### src/rtl/fwd_operand_stage_pkg.sv
// Shared encodings for the ID->EX operand stage: forwarding source codes,
// the ALU-source immediate select, and the per-edge register action.
package fwd_operand_stage_pkg;

  // Operand source codes, also exported on fwd_sel_q
  localparam logic [1:0] FWD_SEL_RF  = 2'd0;
  localparam logic [1:0] FWD_SEL_MEM = 2'd1;
  localparam logic [1:0] FWD_SEL_WB  = 2'd2;
  localparam logic [1:0] FWD_SEL_IMM = 2'd3;

  // Value of id_alu_src that makes channel 1 take the immediate
  localparam logic ALU_SRC_IMM = 1'b1;

  // What the ID/EX register does on the coming clock edge
  typedef enum logic [1:0] {
    UPD_LOAD   = 2'd0,
    UPD_BUBBLE = 2'd1,
    UPD_HOLD   = 2'd2,
    UPD_FLUSH  = 2'd3
  } upd_e;

  // Resolves the control inputs in priority order: flush, hold, hazard, load
  function automatic upd_e reg_action(input logic flush,
                                      input logic ex_hold,
                                      input logic hazard);
    if (flush)        return UPD_FLUSH;
    else if (ex_hold) return UPD_HOLD;
    else if (hazard)  return UPD_BUBBLE;
    else              return UPD_LOAD;
  endfunction

endpackage

### src/rtl/fwd_operand_sel.sv
// One operand channel: chooses between register file, EX/MEM, MEM/WB and
// (optionally) the immediate, and flags a load-use hazard on its register.
module fwd_operand_sel
  import fwd_operand_stage_pkg::*;
#(
  parameter int DATA_W      = 32,
  parameter int REG_AW      = 5,
  parameter bit IMM_CAPABLE = 1'b0
) (
  input  logic [REG_AW-1:0] rs_addr,
  input  logic              rs_used,
  input  logic [DATA_W-1:0] rf_data,
  input  logic              alu_src,
  input  logic [DATA_W-1:0] imm,
  input  logic              ex_wr_en,
  input  logic [REG_AW-1:0] ex_wr_addr,
  input  logic              ex_is_load,
  input  logic              mem_wr_en,
  input  logic [REG_AW-1:0] mem_wr_addr,
  input  logic              mem_is_load,
  input  logic [DATA_W-1:0] mem_data,
  input  logic              wb_wr_en,
  input  logic [REG_AW-1:0] wb_wr_addr,
  input  logic [DATA_W-1:0] wb_data,
  output logic [DATA_W-1:0] sel_data,
  output logic [1:0]        sel,
  output logic              hazard
);

  logic addr_zero;
  logic mem_hit;
  logic wb_hit;
  logic ex_load_hit;
  logic mem_load_hit;

  assign addr_zero    = (rs_addr == '0);
  assign mem_hit      = mem_wr_en && (rs_addr == mem_wr_addr);
  assign wb_hit       = wb_wr_en  && (rs_addr == wb_wr_addr);
  assign ex_load_hit  = ex_wr_en  && ex_is_load  && (rs_addr == ex_wr_addr);
  assign mem_load_hit = mem_wr_en && mem_is_load && (rs_addr == mem_wr_addr);

  // Source select, first match wins; EX/MEM is checked before MEM/WB so the youngest result is used
  always_comb begin
    sel      = FWD_SEL_RF;
    sel_data = rf_data;
    if (IMM_CAPABLE && (alu_src == ALU_SRC_IMM)) begin
      sel      = FWD_SEL_IMM;
      sel_data = imm;
    end else if (addr_zero) begin
      sel      = FWD_SEL_RF;
      sel_data = '0;
    end else if (mem_hit) begin
      sel      = FWD_SEL_MEM;
      sel_data = mem_data;
    end else if (wb_hit) begin
      sel      = FWD_SEL_WB;
      sel_data = wb_data;
    end
  end

  // Load-use hazard: a used, non-immediate, non-zero register whose producer is a load still in flight
  always_comb begin
    hazard = rs_used && (sel != FWD_SEL_IMM) && !addr_zero && (ex_load_hit || mem_load_hit);
  end

endmodule

### src/rtl/fwd_operand_stage.sv
// ID->EX operand stage: per-channel forwarding select, load-use stall
// detection, ID/EX operand register and a saturating hazard counter.
module fwd_operand_stage
  import fwd_operand_stage_pkg::*;
#(
  parameter int DATA_W  = 32,
  parameter int REG_AW  = 5,
  parameter int NUM_OPS = 2,
  parameter int CNT_W   = 16
) (
  input  logic                      clk,
  input  logic                      rst_n,
  input  logic                      id_valid,
  input  logic [NUM_OPS*REG_AW-1:0] id_rs_addr,
  input  logic [NUM_OPS-1:0]        id_rs_used,
  input  logic [NUM_OPS*DATA_W-1:0] id_rf_data,
  input  logic                      id_alu_src,
  input  logic [DATA_W-1:0]         id_imm,
  input  logic                      ex_wr_en,
  input  logic [REG_AW-1:0]         ex_wr_addr,
  input  logic                      ex_is_load,
  input  logic                      mem_wr_en,
  input  logic [REG_AW-1:0]         mem_wr_addr,
  input  logic                      mem_is_load,
  input  logic [DATA_W-1:0]         mem_data,
  input  logic                      wb_wr_en,
  input  logic [REG_AW-1:0]         wb_wr_addr,
  input  logic [DATA_W-1:0]         wb_data,
  input  logic                      ex_hold,
  input  logic                      flush,
  output logic                      stall_o,
  output logic                      op_valid_q,
  output logic [NUM_OPS*DATA_W-1:0] op_data_q,
  output logic [NUM_OPS*2-1:0]      fwd_sel_q,
  output logic [CNT_W-1:0]          hazard_cnt
);

  logic [NUM_OPS*DATA_W-1:0] sel_data;
  logic [NUM_OPS*2-1:0]      sel_src;
  logic [NUM_OPS-1:0]        ch_hazard;
  logic                      hazard;
  upd_e                      action;

  for (genvar k = 0; k < NUM_OPS; k++) begin : g_ch
    fwd_operand_sel #(
      .DATA_W      (DATA_W),
      .REG_AW      (REG_AW),
      .IMM_CAPABLE (k == 1)
    ) u_sel (
      .rs_addr     (id_rs_addr[k*REG_AW +: REG_AW]),
      .rs_used     (id_rs_used[k]),
      .rf_data     (id_rf_data[k*DATA_W +: DATA_W]),
      .alu_src     (id_alu_src),
      .imm         (id_imm),
      .ex_wr_en    (ex_wr_en),
      .ex_wr_addr  (ex_wr_addr),
      .ex_is_load  (ex_is_load),
      .mem_wr_en   (mem_wr_en),
      .mem_wr_addr (mem_wr_addr),
      .mem_is_load (mem_is_load),
      .mem_data    (mem_data),
      .wb_wr_en    (wb_wr_en),
      .wb_wr_addr  (wb_wr_addr),
      .wb_data     (wb_data),
      .sel_data    (sel_data[k*DATA_W +: DATA_W]),
      .sel         (sel_src[k*2 +: 2]),
      .hazard      (ch_hazard[k])
    );
  end

  // Stage-level hazard and stall, plus the action the register takes this edge
  always_comb begin
    hazard  = id_valid && (|ch_hazard);
    stall_o = hazard || ex_hold;
    action  = reg_action(flush, ex_hold, hazard);
  end

  // ID/EX register: flush and bubble only drop valid, hold freezes everything
  always_ff @(posedge clk or negedge rst_n) begin
    if (!rst_n) begin
      op_valid_q <= 1'b0;
      op_data_q  <= '0;
      fwd_sel_q  <= '0;
    end else begin
      case (action)
        UPD_FLUSH:  op_valid_q <= 1'b0;
        UPD_HOLD:   ;
        UPD_BUBBLE: op_valid_q <= 1'b0;
        default: begin
          op_valid_q <= id_valid;
          op_data_q  <= sel_data;
          fwd_sel_q  <= sel_src;
        end
      endcase
    end
  end

  // Counts cycles actually lost to load-use bubbles, sticking at all-ones
  always_ff @(posedge clk or negedge rst_n) begin
    if (!rst_n) begin
      hazard_cnt <= '0;
    end else if ((action == UPD_BUBBLE) && (hazard_cnt != '1)) begin
      hazard_cnt <= hazard_cnt + {{(CNT_W-1){1'b0}}, 1'b1};
    end
  end

endmodule

### config.mk
export PLATFORM = sky130hd
export DESIGN_NAME = fwd_operand_stage
export DESIGN_NICKNAME = d
export VERILOG_FILES = /design/src/rtl/fwd_operand_stage_pkg.sv /design/src/rtl/fwd_operand_sel.sv /design/src/rtl/fwd_operand_stage.sv
export SDC_FILE = /design/constraint.sdc
export NUM_CORES = 1
export LEC_CHECK = 0
export BUFFER_PORTS_ARGS = -buffer_cell sky130_fd_sc_hd__buf_2
export CAP_MARGIN = 20
export CORE_MARGIN = 8
export CORE_UTILIZATION = 50
export CTS_CLUSTER_DIAMETER = 80
export DETAILED_ROUTE_END_ITERATION = 10
export GPL_ROUTABILITY_DRIVEN = 1
export PLACE_DENSITY = 0.91
export SLEW_MARGIN = 30
export SYNTH_ARGS = -nofsm -noshare
export SYNTH_HDL_FRONTEND = slang
export SYNTH_SLANG_ARGS = --single-unit
### constraint.sdc
create_clock -name clk -period 4 [get_ports clk]
set_clock_uncertainty 0.05 [all_clocks]
set_input_delay 0.4 -clock clk [delete_from_list [all_inputs] [get_ports clk]]
set_output_delay 0.4 -clock clk [all_outputs]
set_load 0.03 [all_outputs]
==> summary.txt, run 1 <==
Top post-synthesis cells by area = dfrtp_1 40%, a21oi_1 6.6%, mux2i_1 6.0%
Worst Path Required = 4.18 ns
Lkg Pwr = 0.00334 uW
Crit path launch type = primary input
Syn Std Cell Area = 5380 sq um
Critical path's slowest cell = and3_2
Max_slew headroom = 0.490
Area growth from synthesis to layout = 30.8%
CTS root buf = clkbuf_8
Synth cell count leaders = 85 x dfrtp_1, 75 x nor2_1, 72 x nand2_1
Reg power frac = 0.435
Max-slew violations = 0
Mapped Cells = 615
Yosys top cell area share = 0.395
Largest net degree at the start of global routing = 86
Die area = 14300 sq um
Die W = 120 microns
Post-synth ARST share = 1.00
CP Class = in2reg
Post-synthesis compound-gate area fraction = 0.186
Most area-hungry cell type in the Yosys netlist = dfrtp_1
Main combinational cell family by area after synthesis = compound AO/OA/AOI/OAI gates
Register area = 2130 sq um
Wirelength, routed = 19.3 mm
Clk pwr share = 0.231
Initial antenna violation count = 0
Simple-Gate Fraction of Synth Area = 0.170
PD cells = 335 nW/um^2
Synthesized area per cell = 8.75 sq um
Ant. Diodes = 0
EDFF count, synth = 0
CTS resizes = 0
YS warnings = 0
Syn nets = 814
Worst-path maximum fanout = 20
Psw = 858 uW
Fillers = 881
Final worst path period need = 2.50 ns
Core Footprint = 10700 sq um
Drt first-iter violations = 500
Fraction of synthesized cell area in xor and xnor cells = 0.0730
Share of post-route cells with drive strength above 1 = 0.381
Wire per inst = 19.0 microns
Peak Freq = 0.400 GHz
Status = finished, final reports clean
I/O pin cnt = 284
Top_reg_cell synth = dfrtp_1
Final Hold Viols = 0
Hold_buf cts = 0
Die H = 120 microns
Setup repair after global routing missed its margin = no
TritonRoute pass-1 iters = 5
DP Wirelength = 14.3 mm
Vias/cell = 5.70
Vias in the first global route = 5829
Clk_lat worst skew = 0.34 ns
Total Power = 2360 uW
Maxcap violations = 0
# clock sinks = 85
Worst stage delay on the critical path = 0.68 ns
Final period util = 0.625
Top-count cell post-synth = dfrtp_1
Distinct cell type count after synthesis = 41
Worst-margin pin slew = 0.766 ns
First-pass GRT wire length = 30.2 mm
Sw Ratio = 0.364
Adder-cell share of the synthesized area = 0.00233
Crit path setup slack, layout = 1.50 ns
FF+latch count, synth = 85
Row cnt = 38
CTS tree = built
Routability Congestion = 0.958
# H-tree levels = 3
Setup Slack @ Placement = 1.13 ns
Initial Util = 0.505
CP Cell Sequence = buf_2 > xor2_1 > nor4_1 > and3_2 > buf_4 > mux2i_1 > a211oi_1 > mux2_2
Total Routing Usage GR = 0.258
Logic pwr share = 0.334
Antenna Violating Nets Remaining = 0
Worst Path Arrival = 2.68 ns
Min-delay worst type = in2async
Setup-failing EPs final = 0
Multi-input gate area = 3050 sq um
CTS Buffer Depth = 2
Remaining DRCs = 0
Internal power = 1500 uW
Num CTS Buffers = 9
Postcts setup bufs = 0
Maximum vdd drop = 0.000235 V
DR vias = 5782
Nets@finish = 1071
Sequential share of the synthesized area = 0.395
Mux contribution to synthesized area = 0.133
Clock slew at reported path FFs = 0.08 ns
Crit end category = flop
Overflow after GRT = 0
Setup TNS = 0 ns
Port bufs = 283
layer usage:
| layer | track usage | routed length (microns) | vias up |
|---|---|---|---|
| li1 | - | - | 2704 |
| met1 | 0.306 | 7620 | 2750 |
| met2 | 0.447 | 9560 | 300 |
| met3 | 0.0705 | 1780 | 28 |
| met4 | 0.0781 | 350 | 0 |
| met5 | 0 | 0 | - |
power by group through the flow:
stage	combinational, uW	clock, uW	sequential (uW)
final	787	545	1030
after global placement	770	0	1040
after CTS	789	555	1030
after floorplan	230	0	1270
after global routing	840	589	1040
after detailed placement	787	0	1040
cell families (layout without fill, tap and decap cells):
| kind of cell | after synthesis | in the layout |
|---|---|---|
| buf+inv | 50 | 310 |
| simple gates | 197 | 197 |
| fa+ha+maj | 1 | 1 |
| compound gates | 171 | 171 |
| mux | 67 | 67 |
| flops | 85 | 85 |
| xor+xnor | 44 | 44 |
critical path, delay by kind of cell:
kind,cells,cell delay (ns)
xor+xnor,1,0.14
mux,2,0.56
buf+inv,2,0.53
compound gates,1,0.11
simple gates,2,0.92
per-stage QoR:
step	instances	util	instance area (sq um)	hold WS, ns
after floorplan	615	-	5380	0.0544
after global placement	1001	0.645	6870	0.413
after global routing	1015	0.661	7040	0.104
after detailed placement	1001	0.645	6870	0.419
after CTS	1015	0.661	7040	0.0821
final	1015	0.661	7040	0.0590
layout make-up:
type                       instances  share of cell area
timing repair buffer             294               0.214
clock buffer                      13              0.0226
multi-input combinational        480               0.434
sequential                        85               0.302
clock inverter                     1             0.00107
inverter                           2             0.00107
tap                              140              0.0249
layout by cell type (no fill, tap or decap), types with 3 or more instances in the layout:
cell      count
nor4_1        3
mux2_2        9
buf_4        11
nor2_1       75
nand4_1       5
a31oi_1      32
nor3_1       11
or3_1         3
mux2_1       26
xor2_1       33
nor4b_2       3
nand3_1      10
o21ai_0      32
buf_2       282
nand2_1      72
a21oi_1      70
mux2i_1      32
dfrtp_1      85
a211oi_1     32
clkbuf_8     11
xnor2_1      10
registers in the layout (all words and copies together) (netlist names):
register,flops
op_data_q,64
op_valid_q,1
fwd_sel_q,4
hazard_cnt,16
path summary, 6_finish.rpt:
| kind | endpoint | from | cells after the start | slack, ns |
|---|---|---|---|---|
| min in group clk | op_valid_q | flush | 2 | 0.23 |
| max in group asynchronous | op_data_q[25] | rst_n | 1 | 3.32 |
| max reg2reg | hazard_cnt[1] | hazard_cnt[0] | 7 | 1.75 |
| min reg2reg | op_data_q[1] | op_data_q[1] | 1 | 0.44 |
| max | op_data_q[22] | id_rs_addr[1] | 8 | 1.50 |
| min | op_data_q[36] | rst_n | 1 | 0.06 |
(Power assumes the default switching activity.)
==> inputs of run 2 (changes only) <==
--- a/config.mk
+++ b/config.mk
@@ -5,14 +5,15 @@
 export SDC_FILE = /design/constraint.sdc
 export NUM_CORES = 1
 export LEC_CHECK = 0
+export ABC_AREA = 1
 export BUFFER_PORTS_ARGS = -buffer_cell sky130_fd_sc_hd__buf_2
 export CAP_MARGIN = 20
 export CORE_MARGIN = 8
-export CORE_UTILIZATION = 50
+export CORE_UTILIZATION = 44
 export CTS_CLUSTER_DIAMETER = 80
 export DETAILED_ROUTE_END_ITERATION = 10
 export GPL_ROUTABILITY_DRIVEN = 1
-export PLACE_DENSITY = 0.91
+export PLACE_DENSITY = 0.81
 export SLEW_MARGIN = 30
 export SYNTH_ARGS = -nofsm -noshare
 export SYNTH_HDL_FRONTEND = slang
==> constraint.sdc (replaced) <==
create_clock -name clk -period 2.15 [get_ports clk]
set_clock_uncertainty 0.05 [all_clocks]
set_input_delay 0.215 -clock clk [delete_from_list [all_inputs] [get_ports clk]]
set_output_delay 0.215 -clock clk [all_outputs]
set_load 0.03 [all_outputs]
==> summary.txt, run 2 <==
Distinct cell type count after synthesis = 33
Psw = 1850 uW
Area growth from synthesis to layout = 31.1%
Syn nets = 1263
Most area-hungry cell type in the Yosys netlist = dfrtp_1
CP startpoint = hazard_cnt[1]
Min-delay worst type = in2reg
Nets@finish = 1532
Reg power frac = 0.375
Antenna Violating Nets Remaining = 0
Ant. Diodes = 0
Fillers = 1437
Die W = 137 microns
Port bufs = 283
YS warnings = 0
Worst Path Required = 2.38 ns
Crit path launch type = flop
Final period util = 0.898
Vias/cell = 5.26
Setup TNS = 0 ns
Max_slew headroom = 0.668
CP Cell Sequence = ha_1 > nand3_1 > nor2_1 > nand2_1 > nor2_1 > nand4_1 > buf_4 > nand4_2 > nand2_1 > nand2_1
Clk pwr share = 0.310
Register area = 2130 sq um
Maxcap violations = 0
Row cnt = 44
# clock sinks = 85
Synth cell count leaders = 481 x nand2_1, 107 x inv_1, 85 x dfrtp_1
PD cells = 598 nW/um^2
Die area = 18900 sq um
Maximum vdd drop = 0.000301 V
Max-slew violations = 0
FF+latch count, synth = 85
DP Wirelength = 20.2 mm
Lkg Pwr = 0.00521 uW
Biggest register = op_data_q
Final Hold Viols = 0
Hold path depth = 2
Sequential share of the synthesized area = 0.328
Total Routing Usage GR = 0.275
Share of post-route cells with drive strength above 1 = 0.266
First-pass GRT wire length = 40.5 mm
CTS tree = built
Status = finished, final reports clean
TritonRoute pass-1 iters = 5
Post-synth ARST share = 1.00
Setup Slack @ Placement = 0.0449 ns
Top_reg_cell synth = dfrtp_1
Crit end category = flop
Biggest regs = op_data_q: 64 flops, hazard_cnt: 16 flops, fwd_sel_q: 4 flops
CTS Buffer Depth = 2
Largest net degree at the start of global routing = 58
Final worst path period need = 1.93 ns
Startpoint of the worst hold path = flush
Most frequent cells in the layout = 480 x nand2_1, 282 x buf_2, 107 x inv_1, 84 x dfrtp_1, 78 x nand3_1
Synthesized area per cell = 6.09 sq um
I/O pin cnt = 284
Drt first-iter violations = 659
CTS root buf = clkbuf_16
DR vias = 7999
Wire per inst = 17.5 microns
Clock slew at reported path FFs = 0.06 ns
Top post-synthesis cells by area = dfrtp_1 33%, nand2_1 28%, inv_1 6.2%
CP Class = reg2reg
Num CTS Buffers = 9
Yosys top cell area share = 0.328
Critical path's slowest cell = dfrtp_1
R2R Path Start = hazard_cnt[1]
Core Footprint = 14500 sq um
Initial Util = 0.448
Top-count cell post-synth = nand2_1
Internal power = 3230 uW
Syn Std Cell Area = 6480 sq um
EDFF count, synth = 0
Setup-failing EPs final = 0
Worst Path Arrival = 2.16 ns
Vias in the first global route = 7789
Wirelength, routed = 26.6 mm
Sw Ratio = 0.364
Logic pwr share = 0.315
Leading cell type in the layout, fill and taps excluded = nand2_1
# H-tree levels = 3
Overflow after GRT = 0
Clk_lat worst skew = 0.34 ns
Multi-input gate area = 3700 sq um
Worst-margin pin slew = 0.498 ns
Die H = 137 microns
Worst stage delay on the critical path = 0.40 ns
Worst R2R Path Depth = 10
Mapped Cells = 1064
Routability Congestion = 0.911
Initial antenna violation count = 0
Crit path top cell by count = nand2_1
Number of flip-flops in the largest register = 64
Crit path setup slack, layout = 0.219 ns
Peak Freq = 0.518 GHz
Remaining DRCs = 0
Worst-path maximum fanout = 8
Setup repair after global routing missed its margin = no
[run 2: final timing paths]
check	to	slack, ns
min in group asynchronous	op_data_q[55]	0.34
max in group asynchronous	op_data_q[30]	0.96
min reg2reg	op_data_q[62]	0.43
max reg2reg	hazard_cnt[5]	0.22
min	op_valid_q	0.10
max	hazard_cnt[5]	0.22
[run 2: kinds of logic (layout without fill, tap and decap cells)]
| kind of cell | Yosys count | in the layout | synth area share |
|---|---|---|---|
| buffers and inverters | 176 | 448 | 0.111 |
| flip-flops | 85 | 85 | 0.328 |
| AND/OR/NAND/NOR | 679 | 680 | 0.450 |
| AO/OA/AOI/OAI | 103 | 103 | 0.0826 |
| adder cells (fa/ha/maj) | 1 | 1 | 0.00193 |
| XOR/XNOR | 20 | 20 | 0.0270 |
[run 2: per-layer routing]
| metal | wire length (microns) | track usage |
|---|---|---|
| met3 | 2520 | 0.0580 |
| met4 | 851 | 0.122 |
| met2 | 12800 | 0.455 |
| met1 | 10400 | 0.339 |
| met5 | 0 | 0 |
[run 2: stage by stage]
step	total power, uW	cell area [sq um]	utilization	cells	hold slack [ns]
after floorplan	2830	6480	-	1064	-0.131
after global placement	3490	8160	0.563	1502	0.168
after detailed placement	3520	8160	0.563	1502	0.164
after CTS	5110	8460	0.584	1518	0.0930
after global routing	5350	8500	0.587	1521	0.109
final	5080	8500	0.587	1521	0.100
[run 2: layout make-up]
type	instances	area share
clock buffer	11	0.0286
clock inverter	4	0.00574
inverter	115	0.0508
multi-input combinational	804	0.435
sequential	85	0.250
tap	184	0.0271
timing repair buffer	318	0.203
[run 2: worst max-delay path, delay by kind of cell (launching register included)]
family,cells,cell delay [ns]
simple gates,8,1.03
flops,1,0.40
fa+ha+maj,1,0.20
buf+inv,1,0.18
[run 2: power by group through the flow]
stage | logic, uW | registers [uW] | clock network [uW]
global placement | 1560 | 1930 | 0
CTS | 1600 | 1900 | 1610
global route | 1750 | 1920 | 1670
detailed placement | 1590 | 1930 | 0
floorplan | 551 | 2280 | 0
finish | 1600 | 1910 | 1570
[run 2: timing repair]
action,CTS,global route
endpoints found under the setup margin,0,16
endpoints found under the hold margin,33,0
setup buffers,0,2
gates resized for setup,0,3
hold buffers,1,0
==> inputs of run 3 (changes only) <==
--- a/config.mk
+++ b/config.mk
@@ -9,12 +9,12 @@
 export BUFFER_PORTS_ARGS = -buffer_cell sky130_fd_sc_hd__buf_2
 export CAP_MARGIN = 20
 export CORE_MARGIN = 8
-export CORE_UTILIZATION = 44
+export CORE_UTILIZATION = 50
 export CTS_CLUSTER_DIAMETER = 80
 export DETAILED_ROUTE_END_ITERATION = 10
 export GPL_ROUTABILITY_DRIVEN = 1
-export PLACE_DENSITY = 0.81
-export SLEW_MARGIN = 30
+export PLACE_DENSITY = 0.87
+export SLEW_MARGIN = 20
 export SYNTH_ARGS = -nofsm -noshare
 export SYNTH_HDL_FRONTEND = slang
 export SYNTH_SLANG_ARGS = --single-unit
==> constraint.sdc (replaced) <==
create_clock -name clk -period 2.5 [get_ports clk]
set_clock_uncertainty 0.05 [all_clocks]
set_input_delay 0.25 -clock clk [delete_from_list [all_inputs] [get_ports clk]]
set_output_delay 0.25 -clock clk [all_outputs]
set_load 0.03 [all_outputs]
==> summary.txt, run 3 (synthesis results as in run 2) <==
CTS resizes = 0
Setup-failing EPs final = 0
Min-delay worst type = in2reg
Peak Freq = 0.471 GHz
Row cnt = 41
Total Routing Usage GR = 0.300
Nets@finish = 1524
Worst Path Arrival = 2.35 ns
Maximum vdd drop = 0.000343 V
Area growth from synthesis to layout = 30.3%
Drt first-iter violations = 715
Final period util = 0.848
Maxcap violations = 0
Number of flip-flops in the largest register = 64
DR vias = 8150
Initial Util = 0.514
Largest net degree at the start of global routing = 76
Postcts setup bufs = 0
CTS tree = built
Crit end category = flop
PD cells = 532 nW/um^2
TritonRoute pass-1 iters = 5
First-pass GRT wire length = 39.6 mm
Core Footprint = 12600 sq um
# clock sinks = 85
Setup repair after global routing missed its margin = no
Vias/cell = 5.42
CP Class = reg2reg
Vias in the first global route = 8005
Die W = 130 microns
Setup TNS = 0 ns
I/O pin cnt = 284
Leading cell type in the layout, fill and taps excluded = nand2_1
DP Wirelength = 19.5 mm
Worst Path Required = 2.73 ns
Most frequent cells in the layout = 481 x nand2_1, 282 x buf_2, 107 x inv_1, 85 x dfrtp_1, 79 x nand3_1
Overflow after GRT = 0
CTS Buffer Depth = 2
Initial antenna violation count = 3
Biggest register = op_data_q
Lkg Pwr = 0.00518 uW
Max_slew headroom = 0.569
Port bufs = 283
Remaining DRCs = 0
Fin area = 8450 sq um
Num CTS Buffers = 9
Max-slew violations = 0
Antenna Violating Nets Remaining = 0
Biggest regs = op_data_q: 64 flops, hazard_cnt: 16 flops, fwd_sel_q: 4 flops
Clk_lat worst skew = 0.34 ns
Instance area after placement = 8100 sq um
CTS root buf = clkbuf_16
Worst-margin pin slew = 0.646 ns
Hold_buf cts = 1
Wire per inst = 17.2 microns
Share of post-route cells with drive strength above 1 = 0.261
Die H = 130 microns
Status = finished, final reports clean
Final Hold Viols = 0
Crit path launch type = flop
Fillers = 1205
Routability Congestion = 0.965
Total Power = 4500 uW
Die area = 16900 sq um
Wirelength, routed = 25.9 mm
Final worst path period need = 2.12 ns
Clock slew at reported path FFs = 0.07 ns
Worst-path maximum fanout = 16
# H-tree levels = 3
[run 3: changes by cell type in the layout (fill, tap and decap cells not counted), moves of 2 or more]
cell / previous run / this run
clkinv_2: 2 / 0
inv_6: 0 / 2
diode_2: 0 / 3
nor2_2: 2 / 4
buf_4: 32 / 24
nor2_4: 4 / 2
[run 3: cell type report]
| type | instances | area, sq um | area share |
|---|---|---|---|
| Multi-Input combinational cell | 803 | 3660 | 0.433 |
| Sequential cell | 85 | 2130 | 0.252 |
| Timing Repair Buffer | 311 | 1680 | 0.199 |
| Inverter | 115 | 432 | 0.0511 |
| Clock buffer | 9 | 225 | 0.0267 |
| Tap cell | 172 | 215 | 0.0255 |
| Clock inverter | 7 | 105 | 0.0124 |
| Antenna cell | 3 | 7.51 | 0.000888 |
[run 3: routing by layer]
metal | vias up | routed length, microns | track usage
met4 | 0 | 911 | 0.142
met3 | 87 | 2400 | 0.0632
met5 | - | 0 | 0
li1 | 3871 | - | -
met1 | 3743 | 9710 | 0.340
met2 | 449 | 12800 | 0.528
[run 3: path summary, 6_finish.rpt]
path | startpoint | end | slack, ns | depth (start not counted)
max | hazard_cnt[0] | hazard_cnt[7] | 0.38 | 9
max in group asynchronous | rst_n | op_data_q[37] | 1.38 | 3
min | flush | op_valid_q | 0.07 | 2
min reg2reg | op_data_q[42] | op_data_q[42] | 0.43 | 2
min in group asynchronous | rst_n | op_data_q[40] | 0.37 | 2
max reg2reg | hazard_cnt[0] | hazard_cnt[7] | 0.38 | 9
[run 3: where the power goes]
part,switching [uW],internal (uW)
logic,929,446
clock network,597,892
registers,99.6,1530
[run 3: metrics by stage]
| step | setup WS, ns | instances | utilization | hold WS [ns] |
|---|---|---|---|---|
| 6_report | 0.379 | 1505 | 0.670 | 0.0682 |
| 5_1_grt | 0.204 | 1505 | 0.670 | 0.0586 |
| 4_1_cts | 0.391 | 1502 | 0.669 | 0.0562 |
| 3_5_place_dp | 0.385 | 1485 | 0.642 | 0.194 |
| 3_3_place_gp | 0.473 | 1485 | 0.642 | 0.189 |
| 2_1_floorplan | 0.481 | 1064 | - | -0.0956 |
[run 3: critical path, cell delays in order, from the launching register on]
cell and delay [ns]:
dfrtp_1 0.45, ha_1 0.23, nand3_1 0.16, nor2_1 0.24, nand2_1 0.12, nor2_1 0.12
nand4_1 0.16, nand4_2 0.34, nand2_1 0.11, nand2_1 0.08
